`src/rtl/div_unit_if.sv`:
```
// Operand/request and result/status bundle between the EX stage and div_unit.
// The master drives operands and requests. The slave returns the result, ready and stall.
interface div_unit_if;
  logic [31:0] a;
  logic [31:0] b;
  logic        signed_div;
  logic        start;
  logic        annul;
  logic [63:0] result;
  logic        ready;
  logic        stall;

  modport master (
    output a, b, signed_div, start, annul,
    input  result, ready, stall
  );

  modport slave (
    input  a, b, signed_div, start, annul,
    output result, ready, stall
  );
endinterface

```
`src/rtl/div_unit.sv`:
```
// 32-bit DIV/DIVU restoring divider producing {remainder, quotient}; ready 33 cycles after accept (2 for /0).
// No backpressure: stall freezes the pipeline while busy, and annul aborts the operation at any point.
module div_unit (
  input logic       clk,
  input logic       rst,
  div_unit_if.slave bus
);

  localparam logic [1:0] IDLE    = 2'd0;
  localparam logic [1:0] DIVZERO = 2'd1;
  localparam logic [1:0] ON      = 2'd2;
  localparam logic [1:0] END     = 2'd3;

  logic [1:0]  state;
  logic [1:0]  state_nxt;
  logic [4:0]  cnt;
  logic [31:0] rem;
  logic [31:0] quo;
  logic [31:0] dvs;
  logic        neg_q;
  logic        neg_r;
  logic [63:0] pend;
  logic [63:0] res_q;

  logic        accept;
  logic        last_iter;
  logic [31:0] mag_a;
  logic [31:0] mag_b;
  logic [32:0] trial;
  logic        trial_ge;
  logic [31:0] rem_nxt;
  logic [31:0] quo_nxt;
  logic [31:0] rem_fix;
  logic [31:0] quo_fix;

  assign accept    = (state == IDLE) & bus.start & ~bus.annul;
  assign last_iter = (state == ON) & (cnt == 5'd31);

  // 0x80000000 negates to itself, which is exactly the unsigned magnitude 2^31.
  assign mag_a = (bus.signed_div & bus.a[31]) ? (~bus.a + 32'd1) : bus.a;
  assign mag_b = (bus.signed_div & bus.b[31]) ? (~bus.b + 32'd1) : bus.b;

  assign trial    = {rem, quo[31]};
  assign trial_ge = trial >= {1'b0, dvs};

  always_comb begin
    rem_nxt = trial[31:0];
    quo_nxt = {quo[30:0], 1'b0};
    if (trial_ge) begin
      rem_nxt = trial[31:0] - dvs;
      quo_nxt = {quo[30:0], 1'b1};
    end
  end

  assign rem_fix = neg_r ? (~rem_nxt + 32'd1) : rem_nxt;
  assign quo_fix = neg_q ? (~quo_nxt + 32'd1) : quo_nxt;

  always_comb begin
    state_nxt = state;
    case (state)
      IDLE: begin
        if (accept) begin
          state_nxt = (bus.b == 32'd0) ? DIVZERO : ON;
        end
      end
      DIVZERO: state_nxt = END;
      ON: begin
        if (cnt == 5'd31) begin
          state_nxt = END;
        end
      end
      END:     state_nxt = IDLE;
      default: state_nxt = IDLE;
    endcase
    if (bus.annul) begin
      state_nxt = IDLE;
    end
  end

  always_ff @(posedge clk or negedge rst) begin
    if (!rst) begin
      state <= IDLE;
      cnt   <= 5'd0;
      rem   <= 32'd0;
      quo   <= 32'd0;
      dvs   <= 32'd0;
      neg_q <= 1'b0;
      neg_r <= 1'b0;
      pend  <= 64'd0;
      res_q <= 64'd0;
    end else begin
      state <= state_nxt;
      if (accept) begin
        dvs   <= mag_b;
        quo   <= mag_a;
        rem   <= 32'd0;
        cnt   <= 5'd0;
        neg_q <= bus.signed_div & (bus.a[31] ^ bus.b[31]);
        neg_r <= bus.signed_div & bus.a[31];
      end else if (state == ON) begin
        rem <= rem_nxt;
        quo <= quo_nxt;
        cnt <= cnt + 5'd1;
      end
      // The corrected result is staged so an annul in END can still discard it.
      if (last_iter && !bus.annul) begin
        pend <= {rem_fix, quo_fix};
      end
      if (state == DIVZERO && !bus.annul) begin
        pend <= 64'd0;
      end
      if (state == END && !bus.annul) begin
        res_q <= pend;
      end
    end
  end

  assign bus.ready  = (state == END) & ~bus.annul;
  assign bus.result = bus.ready ? pend : res_q;
  assign bus.stall  = rst & ~bus.annul &
                      (((state == IDLE) & bus.start) | (state == ON) | (state == DIVZERO));

endmodule

```
`src/flat_wrapper.sv`:
```
// flat-port wrapper written by rule: the top's interface ports become plain ports
module div_unit_flat 
  (clk, rst, bus_a, bus_b, bus_signed_div, bus_start, bus_annul, bus_result, bus_ready, bus_stall);
  div_unit_if bus_i ();
  input logic clk;
  input logic rst;
  input wire logic [$bits(bus_i.a)-1:0] bus_a;
  input wire logic [$bits(bus_i.b)-1:0] bus_b;
  input wire logic [$bits(bus_i.signed_div)-1:0] bus_signed_div;
  input wire logic [$bits(bus_i.start)-1:0] bus_start;
  input wire logic [$bits(bus_i.annul)-1:0] bus_annul;
  output wire logic [$bits(bus_i.result)-1:0] bus_result;
  output wire logic [$bits(bus_i.ready)-1:0] bus_ready;
  output wire logic [$bits(bus_i.stall)-1:0] bus_stall;
  assign bus_i.a = bus_a;
  assign bus_i.b = bus_b;
  assign bus_i.signed_div = bus_signed_div;
  assign bus_i.start = bus_start;
  assign bus_i.annul = bus_annul;
  assign bus_result = bus_i.result;
  assign bus_ready = bus_i.ready;
  assign bus_stall = bus_i.stall;
  div_unit u_core (.clk(clk), .rst(rst), .bus(bus_i));
endmodule
```
`config.mk`:
```
export PLATFORM = sky130hd
export DESIGN_NAME = div_unit_flat
export DESIGN_NICKNAME = d
export VERILOG_FILES = /design/src/rtl/div_unit_if.sv /design/src/rtl/div_unit.sv /design/src/flat_wrapper.sv
export SDC_FILE = /design/constraint.sdc
export NUM_CORES = 1
export LEC_CHECK = 0
export BUFFER_PORTS_ARGS = -buffer_cell sky130_fd_sc_hd__buf_2
export CORE_ASPECT_RATIO = 1.25
export CORE_MARGIN = 2
export CORE_UTILIZATION = 61
export CTS_CLUSTER_SIZE = 16
export DETAILED_ROUTE_END_ITERATION = 8
export PLACE_DENSITY = 0.82
export SLEW_MARGIN = 40
export SYNTH_ARGS = -nofsm -noshare
export SYNTH_HDL_FRONTEND = slang
export SYNTH_SLANG_ARGS = --single-unit
```
`constraint.sdc`:
```
create_clock -name clk -period 7 [get_ports clk]
set_input_delay 1.05 -clock clk [delete_from_list [all_inputs] [get_ports clk]]
set_output_delay 1.05 -clock clk [all_outputs]
set_load 0.03 [all_outputs]
```
==> metrics.txt <==
status complete, no violations; Worst Path Arrival roughly 5900 ps; slew of the pin with the lowest slew margin approximately 860 ps; syn_nets about 1,700; DR vias 12,110; vias in the first global route 11,720; top-area cell type share of the netlist area 0.4033; post-route ant nets 0; wire length on met3 between 2000 and 2500 um; clock buffer depth 3; Synth Flop Type dfrtp_1; DRC Markers 0; syn avg cell area 9.388 sq um; initial drt markers 843; library cells used by synthesis 86; DIE HEIGHT 176.1 um; largest net degree at the start of global routing 147; nets 1,735; drt wl/cell 19.56 um; area grow syn2layout 12.04%; top post-synthesis cells by area dfrtp_1, mux2_2, o21ai_0, xnor2_1, nand2_1; H-Tree Depth 1; Leak Pwr 7.357 nW; Startpoint Class flip-flop; Clock Sinks around 230; Worst setup EP type flip-flop; hpwl dp between 20,000 and 30,000 um; reg2reg path depth 18; Power per Cell Area 556.3 nW/um^2; GRT Util Overall 0.2996; Initial DRT Pass Iterations 6; sequential area share after synthesis 0.4033; Setup Skew ~15 ps; Async SR Flop Fraction 1.000; Final setup violation count 0; hold_sp u_core.dvs[8]; Fin Setup TNS 0 ps; Synth Instances 1,540; fmax 0.1827 GHz; dominant cell by count in the synthesized netlist dfrtp_1; unrepaired setup endpoints after global routing no; worst rel slew slack 0.4193; Die Area between 20,000 and 25,000 sq um; clock tree root buffer cell clkbuf_16; Placer Congestion 0.9219; fin. max-slew vios 0; cts hold-fix bufs 0; flops & latches, synth 233; core area between 20,000 and 25,000 sq um; Synth Cell Area 14,460 sq um; Post-CTS Setup Repair Bufs 0; reg2reg end u_core.pend[62]; worst hold-check path type flip-flop to flip-flop; IO Pins 135; origin of the critical flop-to-flop path u_core.rem[8]; CTS tree built; maximum VDD drop 0.0002492 V; DR top layer met4; Crit Path Max Fanout 25; crit path time final 5474 ps; cell row count 63; hold endpoint u_core.dvs[8]; Buffers on Ports 134; EDFF count, synth 0; Die W roughly 140 um; R2R setup slack 1530 ps; Hold Fails Final Rpt 0; PnR Total Power between 9 and 10 mW; Avg Vias per Cell 6.276; drt total wl 37,750 um; total of max-cap violations 0; met1 wire length 16,420 um; metal2 WL 18,090 um; WHS Path Cells 2; Initial Utilization 0.6155; clock slew at reported path FFs 70 ps; leading area contributor after synthesis dfrtp_1; CP Data Required Time 7410 ps; total grt overflow 0; worst-skew pair later-pin latency between 500 and 600 ps; synth cell count leaders dfrtp_1, nand2_1, o21ai_0, nor2_1, xnor2_1; layout cell share with drive strength beyond 1 0.1686; CP Class flip-flop to flip-flop; Final period util 0.7821; Synth Warn # 0; antenna violations before repair 1; global-route wire length before repair 60,280 um; PostCTS Resize Cnt 0; CTS Buf Count 25
==> per-stage QoR <==
step	setup WS (ps)	hold WS, ps	util	instance area, sq um	cells
global placement	1797	462.2	0.6487	15240	1885
finish	1526	480.6	0.6896	16200	1930
floorplan	2019	437.6	-	14460	1540
CTS	1622	485.6	0.6881	16160	1928
global route	1127	506.1	0.6896	16200	1930
detailed placement	1650	471.2	0.6500	15270	1886
==> placed cells by master (no fill, tap or decap), types with 15 or more instances in the layout <==
master / Yosys / layout
a21oi_1: 68 / 68
inv_1: 54 / 54
a211oi_1: 32 / 32
mux2i_1: 58 / 58
a22o_1: 57 / 57
ha_1: 43 / 42
nand4_1: 16 / 16
nand2_1: 163 / 163
xnor2_1: 72 / 72
or4_1: 15 / 15
mux2_2: 65 / 65
buf_2: 16 / 133
xor2_1: 66 / 66
o21ai_0: 134 / 134
clkbuf_16: 0 / 25
dfrtp_1: 233 / 231
nor3_1: 20 / 19
o31ai_1: 30 / 30
nand3_1: 25 / 25
or3_1: 30 / 30
nor2_1: 97 / 96
==> per-layer routing <==
layer,global-route usage,vias up
met5,0,-
met4,0.08292,0
met3,0.04123,71
met2,0.5065,396
met1,0.4058,5894
li1,-,5751
==> report_power, final <==
| group | total, mW | internal [mW] | switching (mW) |
|---|---|---|---|
| Combinational | 5.45 | 1.96 | 3.50 |
| Clock | 1.47 | 0.920 | 0.553 |
| Sequential | 2.08 | 1.69 | 0.397 |
| Total | 9.01 | 4.56 | 4.45 |
==> worst max path at each step <==
stage	from	end	slack (ps)	depth (start not counted)
global placement	u_core.rem[8]	u_core.pend[62]	1800	18
global route	u_core.rem[8]	u_core.pend[62]	1130	18
finish	u_core.rem[8]	u_core.pend[62]	1530	18
detailed placement	u_core.rem[8]	u_core.pend[62]	1650	18
CTS	u_core.rem[8]	u_core.pend[62]	1620	18
floorplan	u_core.rem[8]	u_core.pend[62]	2020	24
==> state kept, by name (all words and copies together), names as in the netlist <==
signal        cells
u_core.quo       32
u_core.cnt        5
u_core.dvs       32
u_core.pend      64
u_core.state      2
u_core.neg_r      1
u_core.neg_q      1
u_core.rem       32
u_core.res_q     64
==> worst max-delay path, stage by stage (launching register included) <==
cell       delay (ps)
dfrtp_1           460
ha_1              460
nand4_1           200
nor3_1            510
nand4_1           170
o211ai_1          200
or2_2             550
inv_4              50
mux2i_1           290
ha_1              270
nand2_1            90
a2111oi_0         440
nand4_1           160
mux2i_1           350
o221a_1           330
nand4_1           140
o31ai_1           330
xor2_1            120
a22o_1            220
==> cell type report <==
cell class                 instances  area [sq um]
antenna                            1         2.502
clock buffer                      30         654.4
clock inverter                    12         240.2
fill                            1863          7292
inverter                          55         209.0
multi-input combinational       1161          8073
sequential                       233          5833
tap                              292         365.4
timing repair buffer             146         820.8
==> logic make-up after synthesis <==
group           synth area share
compound gates            0.2022
xor+xnor                 0.08360
fa+ha+maj                0.03860
buf+inv                  0.04128
flops                     0.4033
mux                      0.09078
simple gates              0.1403
No activity file was read; power rests on OpenSTA's default activity.
